===== src/rtl/aer_pkg.sv =====
// Shared constants, FSM state encoding and helpers for the address-event bus.
// Sender-side arbiter/encoder and receiver both pull AER_ADDR_W / AER_N_NEURONS
// from here so the two ends of the link always agree on the address space.
package aer_pkg;

    localparam int unsigned AER_ADDR_W    = 4;
    localparam int unsigned AER_N_NEURONS = 16;

    // Receiver handshake FSM states.
    typedef enum logic [1:0] {
        ST_WAIT_LOW = 2'd0,
        ST_IDLE     = 2'd1,
        ST_ACK      = 2'd2
    } aer_state_e;

    // Ceiling log2; returns 0 for inputs of 0 or 1.
    function automatic int unsigned clog2(input int unsigned value);
        int unsigned result;
        result = 0;
        while ((result < 31) && ((32'd1 << result) < value)) begin
            result++;
        end
        return result;
    endfunction

endpackage


===== src/rtl/aer_receiver_if.sv =====
// Address-event request/acknowledge link between encoder (master) and
// receiver (slave).
//   spike_in   : request, master -> slave
//   address_in : source neuron index, stable while spike_in is high
//   ack_out    : acknowledge, slave -> master
interface aer_receiver_if
    import aer_pkg::*;
#(
    parameter int unsigned ADDR_W = AER_ADDR_W
);

    logic              spike_in;
    logic [ADDR_W-1:0] address_in;
    logic              ack_out;

    modport master (
        output spike_in,
        output address_in,
        input  ack_out
    );

    modport slave (
        input  spike_in,
        input  address_in,
        output ack_out
    );

endinterface


===== src/rtl/aer_event_fifo.sv =====
// Synchronous single-clock FIFO holding pending event addresses.
//   clk, rst_n : clock, async active-low reset
//   push_i     : write wdata_i (ignored when full)
//   wdata_i    : entry to write
//   pop_i      : drop head entry (ignored when empty)
//   head_c     : current head entry (combinational read)
//   full_c     : no free slot
//   empty_c    : no stored entry
//   level_o    : registered occupancy
module aer_event_fifo
    import aer_pkg::*;
#(
    parameter int unsigned WIDTH = AER_ADDR_W,
    parameter int unsigned DEPTH = 4
) (
    input  logic                    clk,
    input  logic                    rst_n,
    input  logic                    push_i,
    input  logic [WIDTH-1:0]        wdata_i,
    input  logic                    pop_i,
    output logic [WIDTH-1:0]        head_c,
    output logic                    full_c,
    output logic                    empty_c,
    output logic [clog2(DEPTH):0]   level_o
);

    localparam int unsigned PTR_W = clog2(DEPTH);
    localparam int unsigned LVL_W = PTR_W + 1;

    logic [WIDTH-1:0] mem_q [DEPTH];
    // Pointers carry one extra wrap bit to tell full from empty.
    logic [PTR_W:0]   wr_q, wr_d;
    logic [PTR_W:0]   rd_q, rd_d;
    logic [PTR_W:0]   level_q, level_d;
    logic             do_push, do_pop;

    assign empty_c = (wr_q == rd_q);
    assign full_c  = (wr_q[PTR_W] != rd_q[PTR_W]) &&
                     (wr_q[PTR_W-1:0] == rd_q[PTR_W-1:0]);
    assign head_c  = mem_q[rd_q[PTR_W-1:0]];
    assign level_o = level_q;

    // Pointer and occupancy next-state.
    always_comb begin
        do_push = push_i && !full_c;
        do_pop  = pop_i && !empty_c;
        wr_d    = wr_q;
        rd_d    = rd_q;
        level_d = level_q;
        if (do_push) begin
            wr_d = wr_q + LVL_W'(1);
        end
        if (do_pop) begin
            rd_d = rd_q + LVL_W'(1);
        end
        case ({do_push, do_pop})
            2'b10:   level_d = level_q + LVL_W'(1);
            2'b01:   level_d = level_q - LVL_W'(1);
            default: level_d = level_q;
        endcase
    end

    // Pointer/occupancy registers.
    always_ff @(posedge clk or negedge rst_n) begin
        if (!rst_n) begin
            wr_q    <= '0;
            rd_q    <= '0;
            level_q <= '0;
        end else begin
            wr_q    <= wr_d;
            rd_q    <= rd_d;
            level_q <= level_d;
        end
    end

    // Storage needs no reset; pointers define what is valid.
    always_ff @(posedge clk) begin
        if (do_push) begin
            mem_q[wr_q[PTR_W-1:0]] <= wdata_i;
        end
    end

endmodule


===== src/rtl/aer_receiver.sv =====
// Receiving end of the address-event spike bus: 4-phase req/ack capture,
// address range check, event buffering and one-hot spike re-emission.
//   clk, rst_n  : clock, async active-low reset
//   bus         : req/ack/address link from the encoder (slave side)
//   out_en      : drain enable, 0 stalls emission
//   spikes_out  : one-hot single-cycle spike pulse per popped event
//   fifo_level  : buffered event count
//   event_count : saturating count of accepted in-range events
//   addr_err    : sticky, an out-of-range address was received
module aer_receiver
    import aer_pkg::*;
#(
    parameter int unsigned N_NEURONS  = AER_N_NEURONS,
    parameter int unsigned ADDR_W     = AER_ADDR_W,
    parameter int unsigned FIFO_DEPTH = 4,
    parameter int unsigned CNT_W      = 16
) (
    input  logic                        clk,
    input  logic                        rst_n,
    aer_receiver_if.slave               bus,
    input  logic                        out_en,
    output logic [N_NEURONS-1:0]        spikes_out,
    output logic [clog2(FIFO_DEPTH):0]  fifo_level,
    output logic [CNT_W-1:0]            event_count,
    output logic                        addr_err
);

    aer_state_e             state_q, state_d;

    logic                   ack_q, ack_d;
    logic [N_NEURONS-1:0]   spikes_q, spikes_d;
    logic [CNT_W-1:0]       cnt_q, cnt_d;
    logic                   err_q, err_d;

    logic                   capture_c;
    logic                   push_c;
    logic                   pop_c;
    logic                   addr_ok_c;
    logic                   full_c;
    logic                   empty_c;
    logic [ADDR_W-1:0]      head_c;

    assign addr_ok_c = (32'(bus.address_in) < N_NEURONS);

    // State register; reset lands in WAIT_LOW so a request held across
    // reset must drop before it can be captured.
    always_ff @(posedge clk or negedge rst_n) begin
        if (!rst_n) begin
            state_q <= ST_WAIT_LOW;
        end else begin
            state_q <= state_d;
        end
    end

    // Next-state: backpressure is simply staying in IDLE while full.
    always_comb begin
        state_d = state_q;
        case (state_q)
            ST_WAIT_LOW: if (!bus.spike_in)              state_d = ST_IDLE;
            ST_IDLE:     if (bus.spike_in && !full_c)    state_d = ST_ACK;
            ST_ACK:      if (!bus.spike_in)              state_d = ST_IDLE;
            default:                                     state_d = ST_WAIT_LOW;
        endcase
    end

    // Output/datapath decode. Push uses only this cycle's full flag, so a
    // simultaneous pop never opens a slot for the same-cycle request.
    always_comb begin
        capture_c = (state_q == ST_IDLE) && bus.spike_in && !full_c;
        push_c    = capture_c && addr_ok_c;
        pop_c     = out_en && !empty_c;
        ack_d     = (state_d == ST_ACK);
        spikes_d  = '0;
        cnt_d     = cnt_q;
        err_d     = err_q;
        if (pop_c) begin
            spikes_d = N_NEURONS'(1) << head_c;
        end
        if (push_c && (cnt_q != '1)) begin
            cnt_d = cnt_q + CNT_W'(1);
        end
        if (capture_c && !addr_ok_c) begin
            err_d = 1'b1;
        end
    end

    // Registered outputs.
    always_ff @(posedge clk or negedge rst_n) begin
        if (!rst_n) begin
            ack_q    <= 1'b0;
            spikes_q <= '0;
            cnt_q    <= '0;
            err_q    <= 1'b0;
        end else begin
            ack_q    <= ack_d;
            spikes_q <= spikes_d;
            cnt_q    <= cnt_d;
            err_q    <= err_d;
        end
    end

    aer_event_fifo #(
        .WIDTH (ADDR_W),
        .DEPTH (FIFO_DEPTH)
    ) u_fifo (
        .clk     (clk),
        .rst_n   (rst_n),
        .push_i  (push_c),
        .wdata_i (bus.address_in),
        .pop_i   (pop_c),
        .head_c  (head_c),
        .full_c  (full_c),
        .empty_c (empty_c),
        .level_o (fifo_level)
    );

    assign bus.ack_out = ack_q;
    assign spikes_out  = spikes_q;
    assign event_count = cnt_q;
    assign addr_err    = err_q;

endmodule


===== src/flat_wrapper.sv =====
// flat-port wrapper written by rule: the top's interface ports become plain ports
module aer_receiver_flat import aer_pkg::*;
#(
    parameter int unsigned N_NEURONS  = AER_N_NEURONS,
    parameter int unsigned ADDR_W     = AER_ADDR_W,
    parameter int unsigned FIFO_DEPTH = 4,
    parameter int unsigned CNT_W      = 16
)
  (clk, rst_n, out_en, spikes_out, fifo_level, event_count, addr_err, bus_spike_in, bus_address_in, bus_ack_out);
  aer_receiver_if #(.ADDR_W(ADDR_W)) bus_i ();
  input  logic clk;
  input  logic rst_n;
  input  logic out_en;
  output logic [N_NEURONS-1:0] spikes_out;
  output logic [clog2(FIFO_DEPTH):0] fifo_level;
  output logic [CNT_W-1:0] event_count;
  output logic addr_err;
  input wire logic [$bits(bus_i.spike_in)-1:0] bus_spike_in;
  input wire logic [$bits(bus_i.address_in)-1:0] bus_address_in;
  output wire logic [$bits(bus_i.ack_out)-1:0] bus_ack_out;
  assign bus_i.spike_in = bus_spike_in;
  assign bus_i.address_in = bus_address_in;
  assign bus_ack_out = bus_i.ack_out;
  aer_receiver #(.N_NEURONS(N_NEURONS), .ADDR_W(ADDR_W), .FIFO_DEPTH(FIFO_DEPTH), .CNT_W(CNT_W)) u_core (.clk(clk), .rst_n(rst_n), .bus(bus_i), .out_en(out_en), .spikes_out(spikes_out), .fifo_level(fifo_level), .event_count(event_count), .addr_err(addr_err));
endmodule

===== config.mk =====
export PLATFORM = sky130hd
export DESIGN_NAME = aer_receiver_flat
export DESIGN_NICKNAME = d
export VERILOG_FILES = /design/src/rtl/aer_pkg.sv /design/src/rtl/aer_receiver_if.sv /design/src/rtl/aer_event_fifo.sv /design/src/rtl/aer_receiver.sv /design/src/flat_wrapper.sv
export SDC_FILE = /design/constraint.sdc
export NUM_CORES = 1
export LEC_CHECK = 0
export CAP_MARGIN = 20
export CORE_AREA = 3 3 94 87
export CTS_BUF_LIST = sky130_fd_sc_hd__clkbuf_8
export DETAILED_ROUTE_END_ITERATION = 6
export DIE_AREA = 0 0 97 90
export HOLD_SLACK_MARGIN = 0.02
export PLACE_DENSITY_LB_ADDON = 0.12
export SYNTH_ARGS = -nofsm -noshare
export SYNTH_HDL_FRONTEND = slang
export SYNTH_SLANG_ARGS = --single-unit

===== constraint.sdc =====
create_clock -name clk -period 2.7 [get_ports clk]
set_input_delay 0.405 -clock clk [delete_from_list [all_inputs] [get_ports clk]]
set_output_delay 0.405 -clock clk [all_outputs]
set_load 0.05 [all_outputs]

After elaboration in Yosys (flattened, before gate mapping)
Memory sizes are Yosys's and may differ from the RTL's.
Cells that the tools add are included.
Word-level totals
  bits in registers: 44
  memory bits (writable): 16
  output and inout bits: 37
  word-level logic and storage cells: 43
  memories kept: 1
Operators by class
  add/subtract/negate cells: 5
  equal/unequal tests: 9
  shift operators: 1
  muxes and demuxes: 7
  reduce and logical (&&, ||, !) cells: 13
Memory list
  u_core.u_fifo.mem_q: depth 4, bits a word 4, read ports 1, clocked after memory_dff 0, wr ports 1, line aer_event_fifo.sv:30  | logic [WIDTH-1:0] mem_q [DEPTH];
Operators by type and width (count)
  $add A16 B1 Y16 const B: 1
  $mux W16: 1
  $ne A16 B16 Y1 const B: 1
  $shl A1 B4 Y16 const A: 1
  $add A3 B1 Y3 const B: 3
  $logic_and A1 B1 Y1: 8
  $eq A2 B2 Y1 const B: 3
  $pmux W3 S2: 1
  $eq A2 B1 Y1 const B: 2
  $mux W2: 2
  $pmux W2 S2: 1
  $eq A3 B3 Y1: 1
  $sub A3 B1 Y3 const B: 1
  $eq A2 B2 Y1: 1
  $logic_not A1 Y1: 2
  $logic_not A2 Y1: 1
  $mux W1: 2
  $reduce_bool A2 Y1: 1
  $reduce_or A2 Y1: 1
  $ne A1 B1 Y1: 1

Depth between registers and ports, before layout
  depth after elaboration: 7
  depth in mapped cells: 10
  mapped depth without buffers: 9

Modules after synthesis
From an unflattened synthesis, not the netlist that was laid out.
Unflattened totals
  cell total of the unflattened synthesis: 208
  area total of the unflattened synthesis: 2733.9 um2
By module, submodules not included
  aer_receiver: instances 1, cells an instance 123, area an instance 1455.1 um2
  aer_event_fifo: instances 1, cells an instance 85, area an instance 1278.7 um2

Worst setup path before layout
OpenSTA, ideal clock, no wires.
  path type: register -> register
  start: register u_core.u_fifo.rd_q[0]
  end: register u_core.u_fifo.level_q[2] (netlist: u_core.u_fifo.level_o[2])
  setup time: 0.082 ns
  data arrival time: 2.146 ns
  path slack: 0.472 ns
  cell stages (with the launch flop): 11
  path buffers: 1
  cells stage by stage: dfrtp_1 > buf_4 > xor2_1 > nor2_1 > a21boi_2 > ha_1 > inv_1 > fa_1 > xor2_1 > nor2_1 > xor2_1
RTL lines
  start: declaration: line aer_event_fifo.sv:33  | logic [PTR_W:0] rd_q, rd_d;
  start signal: assignment: line aer_event_fifo.sv:71  | rd_q <= rd_d;
  $eq A3 B3 Y1 *: line aer_event_fifo.sv:37  | assign empty_c = (wr_q == rd_q);
  $logic_not A1 Y1 *: line aer_event_fifo.sv:46, aer_receiver.sv:71
  $logic_and A1 B1 Y1: line aer_receiver.sv:71  | pop_c = out_en && !empty_c;
  $logic_and A1 B1 Y1 *: line aer_event_fifo.sv:46  | do_pop = pop_i && !empty_c;
  net u_core.u_fifo.do_pop: line aer_event_fifo.sv:35  | logic do_push, do_pop;
  $eq A2 B1 Y1 / $eq A2 B2 Y1 (equally long branches): line aer_event_fifo.sv:56  | case ({do_push, do_pop})
  $pmux W3 S2 / $reduce_bool A2 Y1 (equally long branches)
  end signal: assignment: line aer_event_fifo.sv:72  | level_q <= level_d;
  end: declaration: line aer_event_fifo.sv:34  | logic [PTR_W:0] level_q, level_d;
The timed path passes the listed nets; every way through them passes the cells marked *.
A chain may end at the register's enable or synchronous reset.

Worst setup path after layout
  start: register u_core.u_fifo.rd_q[1]
  end: register u_core.u_fifo.level_q[2] (netlist: u_core.u_fifo.level_o[2])
Between the ends
  longest elaborated chain between the ends: 7
Ends and longest elaborated chain
  $eq A2 B2 Y1: line aer_event_fifo.sv:39  | (wr_q[PTR_W-1:0] == rd_q[PTR_W-1:0]);
  $logic_and A1 B1 Y1: line aer_event_fifo.sv:38  | assign full_c = (wr_q[PTR_W] != rd_q[PTR_W]) &&
  $logic_not A1 Y1: line aer_event_fifo.sv:45, aer_receiver.sv:69
  $logic_and A1 B1 Y1: line aer_receiver.sv:69  | capture_c = (state_q == ST_IDLE) && bus.spike_in && !full_c;
  $logic_and A1 B1 Y1: line aer_event_fifo.sv:45  | do_push = push_i && !full_c;
  $eq A2 B1 Y1 / $eq A2 B2 Y1 (equally long branches): line aer_event_fifo.sv:56
  $pmux W3 S2 / $reduce_bool A2 Y1 (equally long branches)
Several ways; a longest one is shown, not always the timed one.

==> summary.txt <==
Final layout
  • ANT cells: 0
  • Layout cells sized above 1: 12.2%
  • Nets: about 260
  • Area growth syn-to-layout: 30.5%

Place
  • Final GP Congestion: about 0.7
  • DP HPWL: 3080 microns
  • Port bufs: between 40 and 50

Setup path
  • Required @ worst endpoint: just under 3 ns
  • CP endpoint kind: flop
  • Crit Path Category: reg -> reg
  • CP Cell Sequence: xor2_2 -> o311a_4 -> inv_4 -> ha_1 -> inv_1 -> fa_1 -> xor2_1 -> nor2_1 -> xor2_1
  • CP most frequent cell: xor2_1
  • Critical Path Start Type: flop
  • Critical path arrival: roughly 2.6 ns
  • Crit Path Max Fanout: 8
  • Max incr delay on CP: roughly 0.49 ns
  • Slowest CP cell: dfrtp_1

GRT
  • Grt total ovfl: 0
  • Largest net degree at the start of global routing: 45
  • First-pass GRT wire length: 7360 microns
  • Vias in the first global route: roughly 1500
  • Initial antenna violation count: 0
  • Gr usage total: a little over a tenth

Timing
  • Final Hold Fails: 0
  • RSZ-0062 raised after global routing: no
  • Slew headroom: approximately two thirds
  • Final setup violation count: 0
  • FMAX: ~0.44 GHz
  • Post-route clock skew: ~0.0055 ns
  • Final Max Slew Viols: 0
  • Total Neg Setup Slack: 0 ns
  • Tightest Pin Transition: about 0.5 ns
  • Final min period: approximately 2.3 ns
  • Tcrit/Tclk final: 85.1%

Yosys
  • Cell variety after synth: 34
  • Syn avg cell area: roughly 14 sq um
  • Synth Warn #: 0
  • Sequential element share of the synthesized area: approximately 63%
  • Mapped Nets: 202
  • Post-Syn Area: 2530 sq um
  • Largest cells by area after synthesis: dfrtp_1 (44%), edfxtp_1 (19%), xnor2_1 (4.9%)
  • Flip-flop and latch count after synthesis: 60
  • Cell count after synthesis: 186
  • Top cell type by total area after synthesis: dfrtp_1
  • Yosys top cell area share: between 40% and 50%

CTS
  • Cts bufs inserted: 9
  • CTS tree: done
  • H-tree levels: 3
  • Clock Sinks: 60
  • # resized after CTS: 0
  • Root Buffer Master: clkbuf_8
  • Worst skew pair latency: between 0.3 and 0.4 ns
  • Setup bufs post-CTS: 0
  • Max Root-Sink Buffers: 2
  • Clk slew on worst S/H paths: about 0.070 ns

Drt
  • # DRC: 0
  • Final antenna-violating net count: 0
  • Detail-routed via count per cell: about 4.4
  • DR vias: roughly 1500
  • Final WL: approximately 4400 microns
  • Avg WL per Cell: 12.8 microns
  • DRT Pass-1 Iters: 4
  • DR iter-0 viols: 34

Run
  • Max_cap viols: 0

Floorplan
  • Core area: 7150 sq um
  • Starting Density: between 30% and 40%
  • Width of the die: approximately 97 microns
  • Std cell rows: 29
  • Ports: 45
  • Die area: slightly below 9000 sq um
  • Die Height: 90 microns

Pwr
  • Leak: about 1.4 nW
  • Max IR drop VDD: roughly 470 uV
  • PD cells: ~1100 nW/um^2
  • Overall power: 3.49 mW

Min path
  • Hold WC Path Type: in -> async

Run status
  • Outcome: finished, final reports clean
cells by family (layout without fill, tap and decap cells):
kind of cell | count (synthesis) | in the layout | share of synthesized area [%]
other cells | 1 | 1 | 0.148
simple gates | 66 | 66 | 12.7
mux | 8 | 8 | 5.84
fa+ha+maj | 8 | 8 | 4.26
flops | 60 | 60 | 62.6
compound gates | 7 | 7 | 3.27
xor+xnor | 26 | 26 | 9.31
buf+inv | 10 | 70 | 1.88
flip-flops by register name (all words and copies together), names as in the netlist:
register	count
u_core.u_fifo.mem_q	16
u_core.u_fifo.wr_q	3
u_core.u_fifo.rd_q	3
u_core.u_fifo.level_o	3
u_core.state_q	2
u_core.bus.ack_out	1
u_core.event_count	16
u_core.spikes_out	16
cells in the final DEF (no fill, tap or decap), types with 3 or more instances in the layout:
master,count
nand4_1,3
nand2_1,11
ha_1,7
nor2b_1,3
xor2_1,11
inv_1,7
mux4_1,4
nor2_1,25
and3_1,4
and2_1,4
xnor2_1,14
edfxtp_1,16
nand3_1,8
clkbuf_8,11
dfrtp_1,44
clkdlybuf4s50_1,42
critical path: cells and delay by family (launching register included):
kind | cells | cell delay, ns
xor+xnor | 3 | 0.52
flops | 1 | 0.49
simple gates | 1 | 0.11
compound gates | 1 | 0.42
buf+inv | 2 | 0.15
fa+ha+maj | 2 | 0.55
power breakdown:
group	total, mW	internal, mW	switching, mW
Sequential	1.30	1.13	0.171
Clock	0.803	0.470	0.333
Combinational	1.39	0.537	0.849
worst paths after layout:
check                                          from                  endpoint  slack [ns]  cells after the start
max                           u_core.u_fifo.rd_q[1]  u_core.u_fifo.level_o[2]        0.40                      9
min                                           rst_n     u_core.event_count[7]        0.42                      2
max reg2reg                   u_core.u_fifo.rd_q[1]  u_core.u_fifo.level_o[2]        0.40                      9
min reg2reg                u_core.u_fifo.level_o[2]  u_core.u_fifo.level_o[2]        0.48                      1
max in group asynchronous                     rst_n     u_core.u_fifo.wr_q[0]        1.85                      3
min in group clk           u_core.u_fifo.level_o[2]  u_core.u_fifo.level_o[2]        0.48                      1
timing repair:
item	4_1_cts	5_1_grt
hold buffers	0	1
endpoints found under the setup margin	0	0
endpoints found under the hold margin	0	4
per-stage QoR:
step | worst slack, ns | util, % | hold WS (ns) | instance area [sq um] | std cells
floorplan | 0.472 | - | 0.109 | 2530 | 186
CTS | 0.376 | 45.7 | 0.247 | 3270 | 337
detailed placement | 0.296 | 42.9 | 0.469 | 3070 | 321
global route | 0.248 | 46.1 | 0.413 | 3300 | 339
finish | 0.403 | 46.1 | 0.423 | 3300 | 339
global placement | 0.351 | 42.9 | 0.465 | 3070 | 321
area by class of cell:
cell class                 instances  area (sq um)
fill                             669          3850
sequential                        60          1580
multi-input combinational        116           898
timing repair buffer              47           470
clock buffer                      11           151
tap                               93           116
clock inverter                     5          51.3
inverter                           7          28.8
layer usage:
| metal | GRT usage [%] | vias to the layer above | part of all wire [%] | routed length [microns] |
|---|---|---|---|---|
| met1 | 14.5 | 706 | 49 | 2140 |
| met5 | 0 | - | 0 | 0 |
| met2 | 15.1 | 42 | 44 | 1900 |
| li1 | - | 739 | - | - |
| met4 | 4.56 | 0 | 1.3 | 55 |
| met3 | 4.95 | 7 | 6.0 | 259 |
synthesized netlist by cell type, drive strengths merged:
cell	count
nand2b	2
nand3b	2
nand2	11
dfrtp	44
nand4	3
o21ai	1
and3	4
a31oi	1
or2	2
mux2i	2
buf	3
conb	1
a21boi	1
xnor2	14
and2	4
inv	7
nor2b	3
o311a	1
edfxtp	16
a22oi	1
xor2	12
nor3	1
nand3	8
or3b	1
a311o	1
mux2	2
mux4	4
ha	7
fa	1
a21oi	1
nor2	25
Note: power is estimated with default switching activity, not from simulation.
